File: src/rtl/scan_pkg.sv
// Shared constants and helpers for the mux select scanner: mode encoding,
// blank digit pattern and select-to-digit-enable decode.
package scan_pkg;

    localparam logic MODE_AUTO   = 1'b0;
    localparam logic MODE_MANUAL = 1'b1;

    localparam logic [3:0] AN_BLANK = 4'b1111;

    // Active-low one-hot digit enable for a 2-bit select value.
    function automatic logic [3:0] sel_to_an(input logic [1:0] sel);
        logic [3:0] onehot;
        onehot = 4'b0001 << sel;
        return ~onehot;
    endfunction

endpackage

File: src/rtl/btn_debounce.sv
// Push-button conditioner: 2-flop synchronizer, stable-sample debouncer and
// rising-edge detector producing a single-cycle pulse per debounced press.
module btn_debounce #(
    parameter int DB_CYCLES = 1000000
) (
    input  logic clk,
    input  logic rst,
    input  logic din,
    output logic level,
    output logic rise
);

    localparam int            CW       = (DB_CYCLES > 1) ? $clog2(DB_CYCLES) : 1;
    localparam logic [CW-1:0] CNT_LAST = CW'(DB_CYCLES - 1);

    logic          sync1_q, sync1_d;
    logic          sync2_q, sync2_d;
    logic          level_q, level_d;
    logic          prev_q,  prev_d;
    logic [CW-1:0] cnt_q,   cnt_d;

    always_comb begin
        sync1_d = din;
        sync2_d = sync1_q;
        prev_d  = level_q;
        level_d = level_q;
        cnt_d   = '0;
        // The level only moves after DB_CYCLES consecutive disagreeing samples;
        // any agreeing sample restarts the count.
        if (sync2_q != level_q) begin
            if (cnt_q == CNT_LAST) begin
                level_d = ~level_q;
            end else begin
                cnt_d = cnt_q + 1'b1;
            end
        end
    end

    always_ff @(posedge clk) begin
        if (rst) begin
            sync1_q <= 1'b0;
            sync2_q <= 1'b0;
            level_q <= 1'b0;
            prev_q  <= 1'b0;
            cnt_q   <= '0;
        end else begin
            sync1_q <= sync1_d;
            sync2_q <= sync2_d;
            level_q <= level_d;
            prev_q  <= prev_d;
            cnt_q   <= cnt_d;
        end
    end

    assign level = level_q;
    assign rise  = level_q & ~prev_q;

endmodule

File: src/rtl/mux_sel_scan.sv
// Select-bus generator for a 4:1 mux with matching active-low digit enables;
// advances from a prescaler (auto) or from debounced button presses (manual).
module mux_sel_scan
    import scan_pkg::*;
#(
    parameter int TICK_DIV  = 100000,
    parameter int DB_CYCLES = 1000000
) (
    input  logic       clk,
    input  logic       rst,
    input  logic       en,
    input  logic       mode,
    input  logic       btn_step,
    output logic [1:0] S,
    output logic [3:0] AN,
    output logic       step
);

    localparam int            PW         = (TICK_DIV > 1) ? $clog2(TICK_DIV) : 1;
    localparam logic [PW-1:0] PRESC_LAST = PW'(TICK_DIV - 1);

    logic          btn_level;
    logic          btn_rise;
    logic          press;
    logic          adv;

    logic [PW-1:0] presc_q, presc_d;
    logic [1:0]    s_q,     s_d;
    logic [3:0]    an_q,    an_d;
    logic          step_q,  step_d;

    btn_debounce #(
        .DB_CYCLES (DB_CYCLES)
    ) u_btn (
        .clk   (clk),
        .rst   (rst),
        .din   (btn_step),
        .level (btn_level),
        .rise  (btn_rise)
    );

    assign press = btn_rise & btn_level;

    // Mode picks exactly one advance source, so at most one increment per cycle.
    always_comb begin
        adv     = 1'b0;
        presc_d = presc_q;
        if (en) begin
            if (mode == MODE_MANUAL) begin
                presc_d = '0;
                adv     = press;
            end else if (presc_q == PRESC_LAST) begin
                presc_d = '0;
                adv     = 1'b1;
            end else begin
                presc_d = presc_q + 1'b1;
            end
        end
    end

    always_comb begin
        s_d    = adv ? s_q + 2'd1 : s_q;
        step_d = adv;
        // Decode from the next select so AN and S change on the same edge.
        an_d   = en ? sel_to_an(s_d) : AN_BLANK;
    end

    always_ff @(posedge clk) begin
        if (rst) begin
            presc_q <= '0;
            s_q     <= 2'b00;
            an_q    <= AN_BLANK;
            step_q  <= 1'b0;
        end else begin
            presc_q <= presc_d;
            s_q     <= s_d;
            an_q    <= an_d;
            step_q  <= step_d;
        end
    end

    assign S    = s_q;
    assign AN   = an_q;
    assign step = step_q;

endmodule

File: config.mk
export PLATFORM = sky130hd
export DESIGN_NAME = mux_sel_scan
export DESIGN_NICKNAME = d
export VERILOG_FILES = /design/src/rtl/scan_pkg.sv /design/src/rtl/btn_debounce.sv /design/src/rtl/mux_sel_scan.sv
export SDC_FILE = /design/constraint.sdc
export NUM_CORES = 1
export LEC_CHECK = 0
export ABC_AREA = 1
export CELL_PAD_IN_SITES_DETAIL_PLACEMENT = 1
export CELL_PAD_IN_SITES_GLOBAL_PLACEMENT = 1
export CORE_MARGIN = 1.5
export CORE_UTILIZATION = 47
export CTS_CLUSTER_SIZE = 20
export DETAILED_ROUTE_END_ITERATION = 10
export PLACE_DENSITY = 0.84
export SLEW_MARGIN = 0
export SYNTH_ARGS = -nofsm -noshare
export SYNTH_HDL_FRONTEND = slang
export SYNTH_SLANG_ARGS = --single-unit
File: constraint.sdc
create_clock -name clk -period 2.35 [get_ports clk]
set_clock_uncertainty 0.1 [all_clocks]
set_input_delay 0.705 -clock clk [delete_from_list [all_inputs] [get_ports clk]]
set_output_delay 0.705 -clock clk [all_outputs]
set_load 0.005 [all_outputs]
* Yosys cells after proc, flatten, opt, wreduce, memory -nomap -nowiden
Index checks and enable logic that the tools add are counted.
Storage, ports and cells: bits in registers 48, output and inout bits 7, logic and storage cells 32
Operators by class: add/subtract/negate cells 3, equal/unequal tests 3, shift operators 1, muxes and demuxes 6, bitwise logic cells 7, reductions and logical operators 3
Operators by type and width (count):
- $mux 17 | 2
- $add 20x1->20 const B | 1
- $eq 20x20->1 const B | 1
- $add 17x1->17 const B | 1
- $eq 17x17->1 const B | 1
- $not 1->1 | 4
- $not 4->4 | 1
- $shl 1x2->4 const A | 1
- $mux 1 | 3
- $reduce_or 3->1 | 1
- $add 2x1->2 const B | 1
- $and 1x1->1 | 2
- $mux 2 | 1
- $reduce_and 2->1 | 1
- $reduce_or 2->1 | 1
- $ne 1x1->1 | 1

* Logic depth before layout (Yosys ltp)
Gate-level depths: netlist of run 1.
depth after elaboration 8, depth in mapped cells 11, mapped depth without buffers 11

* Modules after synthesis
From an unflattened synthesis of run 1, not the netlist that was laid out.
Unflattened totals: cell total of the unflattened synthesis 327, area total of the unflattened synthesis 2359.8 sq um
By module, submodules not included:
- btn_debounce | instances 1, cells each 167, area each 1186.1 sq um, sequential area each 480.5 sq um
- mux_sel_scan | instances 1, cells each 160, area each 1173.6 sq um, sequential area each 480.5 sq um

* Worst setup path after synthesis of run 1
Ideal clock, no wire load.
path type in2reg, from input rst, to register u_btn.cnt_q[2], arrival time 1494 ps, required time 2177 ps, setup slack 683 ps, stages 7, buffers on the path 2, path through buf_2 -> inv_2 -> o21ai_0 -> a21oi_1 -> nand2_2 -> buf_6 -> nor3_2
Between the ends: longest elaborated chain between the ends 1
RTL lines:
- from (decl) | line mux_sel_scan.sv:10 | input logic rst,
- $reduce_or 3->1 (no source line)
- to (signal assigned) | line btn_debounce.sv:51 | cnt_q <= cnt_d;
- to (decl) | line btn_debounce.sv:20 | logic [CW-1:0] cnt_q, cnt_d;
No other way between the ends. A chain may end at the register's enable or synchronous reset.

* Final worst setup path of run 1
from register s_q[0], in the netlist S[0], to output S[0]
RTL lines:
- from (decl) | line mux_sel_scan.sv:28 | logic [1:0] s_q, s_d;
- from (signal assigned) | line mux_sel_scan.sv:71 | s_q <= 2'b00;
- from (signal assigned) | line mux_sel_scan.sv:76 | s_q <= s_d;
- to (decl) | line mux_sel_scan.sv:14 | output logic [1:0] S,
No word-level cell between the ends.

==> results by group, run 1 <==
Run status
  • Outcome: complete, no violations

Route
  • Routed wire length: 5880 µm
  • WL/cell: 13.8 µm
  • Drt drc: 0
  • Post-DRT Antenna Nets: 0
  • DR top layer: met4
  • DRT Pass-1 Iters: 4
  • Metal-1 WL: 2650 µm
  • 1st-iter DRT viols: 72
  • Via count: 2198
  • Via/cell ratio: 5.16
  • Met2 routed WL: 3000 µm
  • Met3 routed WL: 156 µm

Logic synthesis
  • Post-Syn Area: 2490 µm²
  • Synth Instances: 340
  • Syn. warnings: 0
  • Number of enable flip-flop cells after synthesis: 0
  • Primary FF master, synth: dfxtp_1
  • Synth Register Bits: 48
  • Post-synth cell types: 31
  • Sequential fraction of the synthesis area: 38.5%
  • Avg Inst Size Synth: 7.33 µm²
  • Syn nets: 347
  • Synth async-reset ratio: 0%

Global route
  • Largest net degree at the start of global routing: 21
  • GRT Util Overall: 22.7%
  • Initial antenna violation count: 0
  • Grt total ovfl: 0
  • Vias in the first global route: 2203
  • First-pass GRT wire length: 9820 µm

Clocking
  • Worst-Skew Late Latency: 310 ps
  • # resized after CTS: 0
  • Postcts setup bufs: 0
  • Root Driver: clkbuf_8
  • Clock sink count: 48
  • CTS Buf Count: 5
  • CTS max path bufs: 2
  • Clock-pin slew on the worst setup and hold paths: 100 ps
  • H-tree depth: 2
  • CTS hold repair buffers: 0
  • CTS tree: yes

Layout
  • Fillers: 684
  • Synth-to-Final Area Change: 10.8%
  • Final instance area: 2760 µm²
  • Inserted Diodes: 0
  • # nets final: 362
  • Ratio of cells with drive above 1 in the final layout: 17.4%

Timing
  • Final hold vios: 0
  • Final slew viol count: 0
  • Fin crit share: 88.0%
  • Setup TNS: 0 ps
  • Final setup viols: 0
  • Rel. slew slack: 66.3%
  • Unrepaired setup endpoints after global routing: no
  • Minimum clock period: 2070 ps
  • Worst slew pin tran: 504 ps
  • Max Freq: 483 MHz

Floorplanning
  • Die H: 75.8 µm
  • Core ar.: 5110 µm²
  • Die width: 75.8 µm
  • Initial Util: 48.8%
  • Die Footprint: 5750 µm²
  • Standard-cell rows: 26
  • Io pins: 12

Critical path
  • Critical path buffer and inverter count: 1
  • Slowest stage cell, crit path: clkdlybuf4s50_1
  • Worst-path cell chain: clkdlybuf4s50_1
  • Critical path class: reg2out
  • Critical Path RT: 1540 ps
  • Critical Path Source Type: flop
  • CP Max Fanout: 5
  • Crit path max-delay family: buffers and inverters
  • Arr. time, crit path: 1260 ps
  • CP max stage delay: 530 ps
  • Endpoint class of the critical path: output port

Power and ir drop
  • Total Power: 1420 µW
  • PwrDens: 515 nW/µm²
  • Pleak: 0.000989 µW
  • Maximum VDD drop: 0.000466 V

Placement
  • DP HPWL: 4430 µm
  • DP Area: 2670 µm²
  • Final GP Congestion: 0.817
  • IO Port Bufs: 11

Run
  • Max-cap violations: 0

Worst hold path
  • Hold crit path type: reg2reg
## layout make-up
| class | count | area (µm²) | area share [%] |
|---|---|---|---|
| Clock buffer | 5 | 68.8 | 2.49 |
| Tap cell | 70 | 87.6 | 3.17 |
| Sequential cell | 48 | 961 | 34.8 |
| Multi-Input combinational cell | 243 | 1330 | 48.0 |
| Timing Repair Buffer | 15 | 140 | 5.07 |
| Inverter | 42 | 158 | 5.71 |
| Clock inverter | 3 | 21.3 | 0.770 |
## path summary, 6_finish.rpt
kind / depth (start not counted) / slack (ps) / end / start
setup reg to reg: 6 / 450 / u_btn.cnt_q[4] / u_btn.cnt_q[0]
hold / removal: 2 / 320 / u_btn.sync2_q / u_btn.sync1_q
setup / recovery: 1 / 280 / S[0] / S[0]
hold reg to reg: 2 / 320 / u_btn.sync2_q / u_btn.sync1_q
## Yosys cell counts (3+ instances only)
| cell type | n | share of area (%) |
|---|---|---|
| nand2_1 | 69 | 10 |
| nor2_1 | 49 | 7.4 |
| dfxtp_1 | 48 | 39 |
| inv_1 | 34 | 5.1 |
| nand3_1 | 22 | 4.4 |
| nand4_1 | 15 | 3.8 |
| nor2_2 | 11 | 2.8 |
| a21oi_1 | 9 | 1.8 |
| nor3_1 | 9 | 1.8 |
| inv_2 | 8 | 1.2 |
| nand2_2 | 8 | 2.0 |
| xor2_1 | 8 | 2.8 |
| nor3_2 | 7 | 2.8 |
| a21oi_2 | 6 | 2.1 |
| o21ai_0 | 6 | 1.2 |
| xnor2_1 | 6 | 2.1 |
| nand3_2 | 5 | 2.0 |
| buf_2 | 3 | 0.60 |
## cell usage in the layout, fill, tap and decap left out
cell type / netlist / final
nand2_1: 69 / 69
nor2_1: 49 / 49
dfxtp_1: 48 / 48
inv_1: 34 / 34
nand3_1: 22 / 22
nand4_1: 15 / 15
nor2_2: 11 / 11
clkdlybuf4s50_1: 0 / 11
nor3_1: 9 / 9
a21oi_1: 9 / 9
inv_2: 8 / 8
nand2_2: 8 / 8
xor2_1: 8 / 8
nor3_2: 7 / 7
o21ai_0: 6 / 6
xnor2_1: 6 / 6
a21oi_2: 6 / 6
nand3_2: 5 / 5
clkbuf_8: 0 / 5
buf_4: 1 / 4
nand3b_1: 2 / 2
a211oi_1: 2 / 2
ha_1: 2 / 2
nand2_4: 1 / 1
nor3_4: 1 / 1
o21ai_1: 1 / 1
nor3b_4: 1 / 1
nor2_4: 1 / 1
nand4_4: 1 / 1
or2_1: 1 / 1
clkinvlp_4: 0 / 1
clkinv_2: 0 / 1
inv_6: 0 / 1
## per-layer routing
| metal | global-route usage (%) | vias up |
|---|---|---|
| li1 | - | 1119 |
| met1 | 27.2 | 1051 |
| met2 | 40.8 | 21 |
| met3 | 4.10 | 7 |
| met4 | 7.34 | 0 |
| met5 | 0 | - |
## cell families after synthesis
family,count (synthesis),share of synthesized area [%]
adders and majority gates,2,1.00
and+or+nand+nor,203,41.3
DFF,48,38.5
xor gates and xnor gates,14,4.92
buffers and inverters,49,8.28
AOI/OAI and AO/OA,24,5.92
## flip-flops by register name, summed over array words and instances, names as in the netlist
name and cells:
S 2, u_btn.cnt_q 20, step 1, u_btn.sync1_q 1, presc_q 17, u_btn.level 1, u_btn.sync2_q 1, u_btn.prev_q 1
AN 4
## per-stage QoR
step | utilization (%) | cells | setup slack [ps] | hold slack (ps)
CTS | 54.1 | 426 | 270 | 319
global placement | 52.3 | 418 | 237 | 292
detailed placement | 52.3 | 418 | 200 | 306
global route | 54.1 | 426 | 216 | 354
finish | 54.1 | 426 | 282 | 317
floorplan | - | 340 | 683 | 288
## power by group
part | internal [µW] | leakage (µW) | switching [µW] | total, µW
combinational | 31.2 | 0.000557 | 48.2 | 79.4
sequential | 821 | 0.000388 | 6.48 | 828
clock | 212 | 0.0000445 | 305 | 517
total | 1060 | 0.000989 | 360 | 1420
(Power assumes the default switching activity.)
==> run 2: changes to the inputs <==
--- a/config.mk
+++ b/config.mk
@@ -13,7 +13,6 @@
 export CTS_CLUSTER_SIZE = 20
 export DETAILED_ROUTE_END_ITERATION = 10
 export PLACE_DENSITY = 0.84
-export SLEW_MARGIN = 0
 export SYNTH_ARGS = -nofsm -noshare
 export SYNTH_HDL_FRONTEND = slang
 export SYNTH_SLANG_ARGS = --single-unit
==> results of run 2 <==
Same layout as run 1: the final DEF is identical, and so are final timing and power.
==> run 3: changes to the inputs <==
--- a/config.mk
+++ b/config.mk
@@ -6,11 +6,12 @@
 export NUM_CORES = 1
 export LEC_CHECK = 0
 export ABC_AREA = 1
+export CAP_MARGIN = 20
 export CELL_PAD_IN_SITES_DETAIL_PLACEMENT = 1
 export CELL_PAD_IN_SITES_GLOBAL_PLACEMENT = 1
 export CORE_MARGIN = 1.5
 export CORE_UTILIZATION = 47
-export CTS_CLUSTER_SIZE = 20
+export CTS_CLUSTER_SIZE = 30
 export DETAILED_ROUTE_END_ITERATION = 10
 export PLACE_DENSITY = 0.84
 export SYNTH_ARGS = -nofsm -noshare
==> results of run 3 <==
Same layout as run 1: the final DEF is identical, and so are final timing and power.
==> variant (settings of run 3) <==
The output `step` loses its register stage (`step_q` becomes a continuous assignment).
--- a/src/rtl/mux_sel_scan.sv
+++ b/src/rtl/mux_sel_scan.sv
@@ -72,3 +72,2 @@
             an_q    <= AN_BLANK;
-            step_q  <= 1'b0;
         end else begin
@@ -77,5 +76,6 @@
             an_q    <= an_d;
-            step_q  <= step_d;
         end
     end
+
+    assign step_q = step_d;
 
Function: no difference found for any inputs over 10 cycles, from zero or initial values and one cycle with rst high; that may be too few to reach the edited logic, so the function may still have changed.
==> variant against run 3 <==
Sequential share of layout area shrank 2.0 points; total power is 8.2% higher; cell area is 4.7% higher; first-iteration DRC count shrank 6.9%; sequential cell count fell by 1; routed wire length grew 11%; setup slack got worse by 230 ps; synthesized area shrank 2.1%.
==> variant: results (changes against run 3) <==
dpl hpwl 4790 um (+8.2%); Setup crit end step; vias 2264 (+3.0%); first-pass GRT wire length 10600 um (+8.4%); Placed Area 2740 um2 (+2.5%); sequential share of cell area 32.8% (-2.0 points); most frequent cells after synthesis nand2_1 (70), nor2_1 (49), dfxtp_1 (47), inv_1 (31), nand3_1 (21); top cells by area, synth dfxtp_1 (39%), nand2_1 (11%), nor2_1 (7.5%), inv_1 (4.8%), nand3_1 (4.3%); Non-clk bufs 32 (+17); final net count 377 (+4.1%); WL per Instance 14.8 um (+7.5%); RR Endpoint u_btn.cnt_q[9]$_SDFF_PP0_; crit path DAT 1490 ps (+230 ps); Slew headroom 69.3% (+3.0 points); Filler Cell Count 653 (-4.5%); r2r setup slk 390 ps (-60 ps); GPL Wtd Cong 0.828 (+1.3%); outcome finished clean; Max IR drop VDD 0.346 mV (-26%); Total GRT Usage 25.0% (+2.3 points); initial DRC count 67 (-6.9%); share of layout cells above drive strength 1 22.4% (+5.0 points); Critical Path Source mode; inverters 38 (-9.5%); register area share after synthesis 38.5% (about the same); Non-clock buffering overhead 9.00% (+3.9 points)
==> variant: layer usage <==
metal | GRT usage [%] | wire length [um]
met3 | 5.22 | 146
met1 | 30.7 | 2930
met2 | 42.8 | 3330
met4 | 9.90 | 131
met5 | 0 | 0
==> variant: worst min path at each step <==
stage	end	slack, ps
final	u_btn.sync2_q$_SDFF_PP0_	330
after detailed placement	u_btn.sync2_q$_SDFF_PP0_	320
after CTS	u_btn.sync2_q$_SDFF_PP0_	330
after global placement	u_btn.sync2_q$_SDFF_PP0_	300
after floorplan	u_btn.sync2_q$_SDFF_PP0_	290
after global routing	u_btn.sync2_q$_SDFF_PP0_	350
==> variant: through the flow <==
step | std cells | hold slack (ps) | setup slack (ps)
global placement | 431 | 299 | -480
CTS | 441 | 334 | 92.5
finish | 441 | 334 | 55.8
detailed placement | 431 | 322 | -532
global route | 441 | 348 | 7.16
floorplan | 336 | 288 | 280
==> variant: repair_timing <==
item | CTS | global route
setup endpoints to repair | 1 | 1
gates resized for setup | 17 | 2
cloned | 0 | 0
setup buffers | 2 | 0
pin swaps | 1 | 0
==> variant: critical path: stages <==
cell,delay [ps]
dlygate4sd2_1,250
inv_2,100
nor2_4,60
nor2_4,140
nand2_4,70
inv_1,50
buf_2,100
==> variant: where the power goes <==
part | switching (mW) | internal, mW
logic | 0.0505 | 0.0375
registers | 0.00645 | 0.804
clock network | 0.297 | 0.345
==> variant: kinds of logic (layout without fill, tap and decap cells) <==
| family | count (synthesis) | count (layout) | share of synthesized area [%] |
|---|---|---|---|
| and+or+nand+nor | 202 | 202 | 41.9 |
| DFF | 47 | 47 | 38.5 |
| buffers and inverters | 43 | 78 | 7.63 |
| AOI/OAI and AO/OA | 29 | 29 | 6.30 |
| xor gates and xnor gates | 13 | 13 | 4.66 |
| adders and majority gates | 2 | 2 | 1.02 |
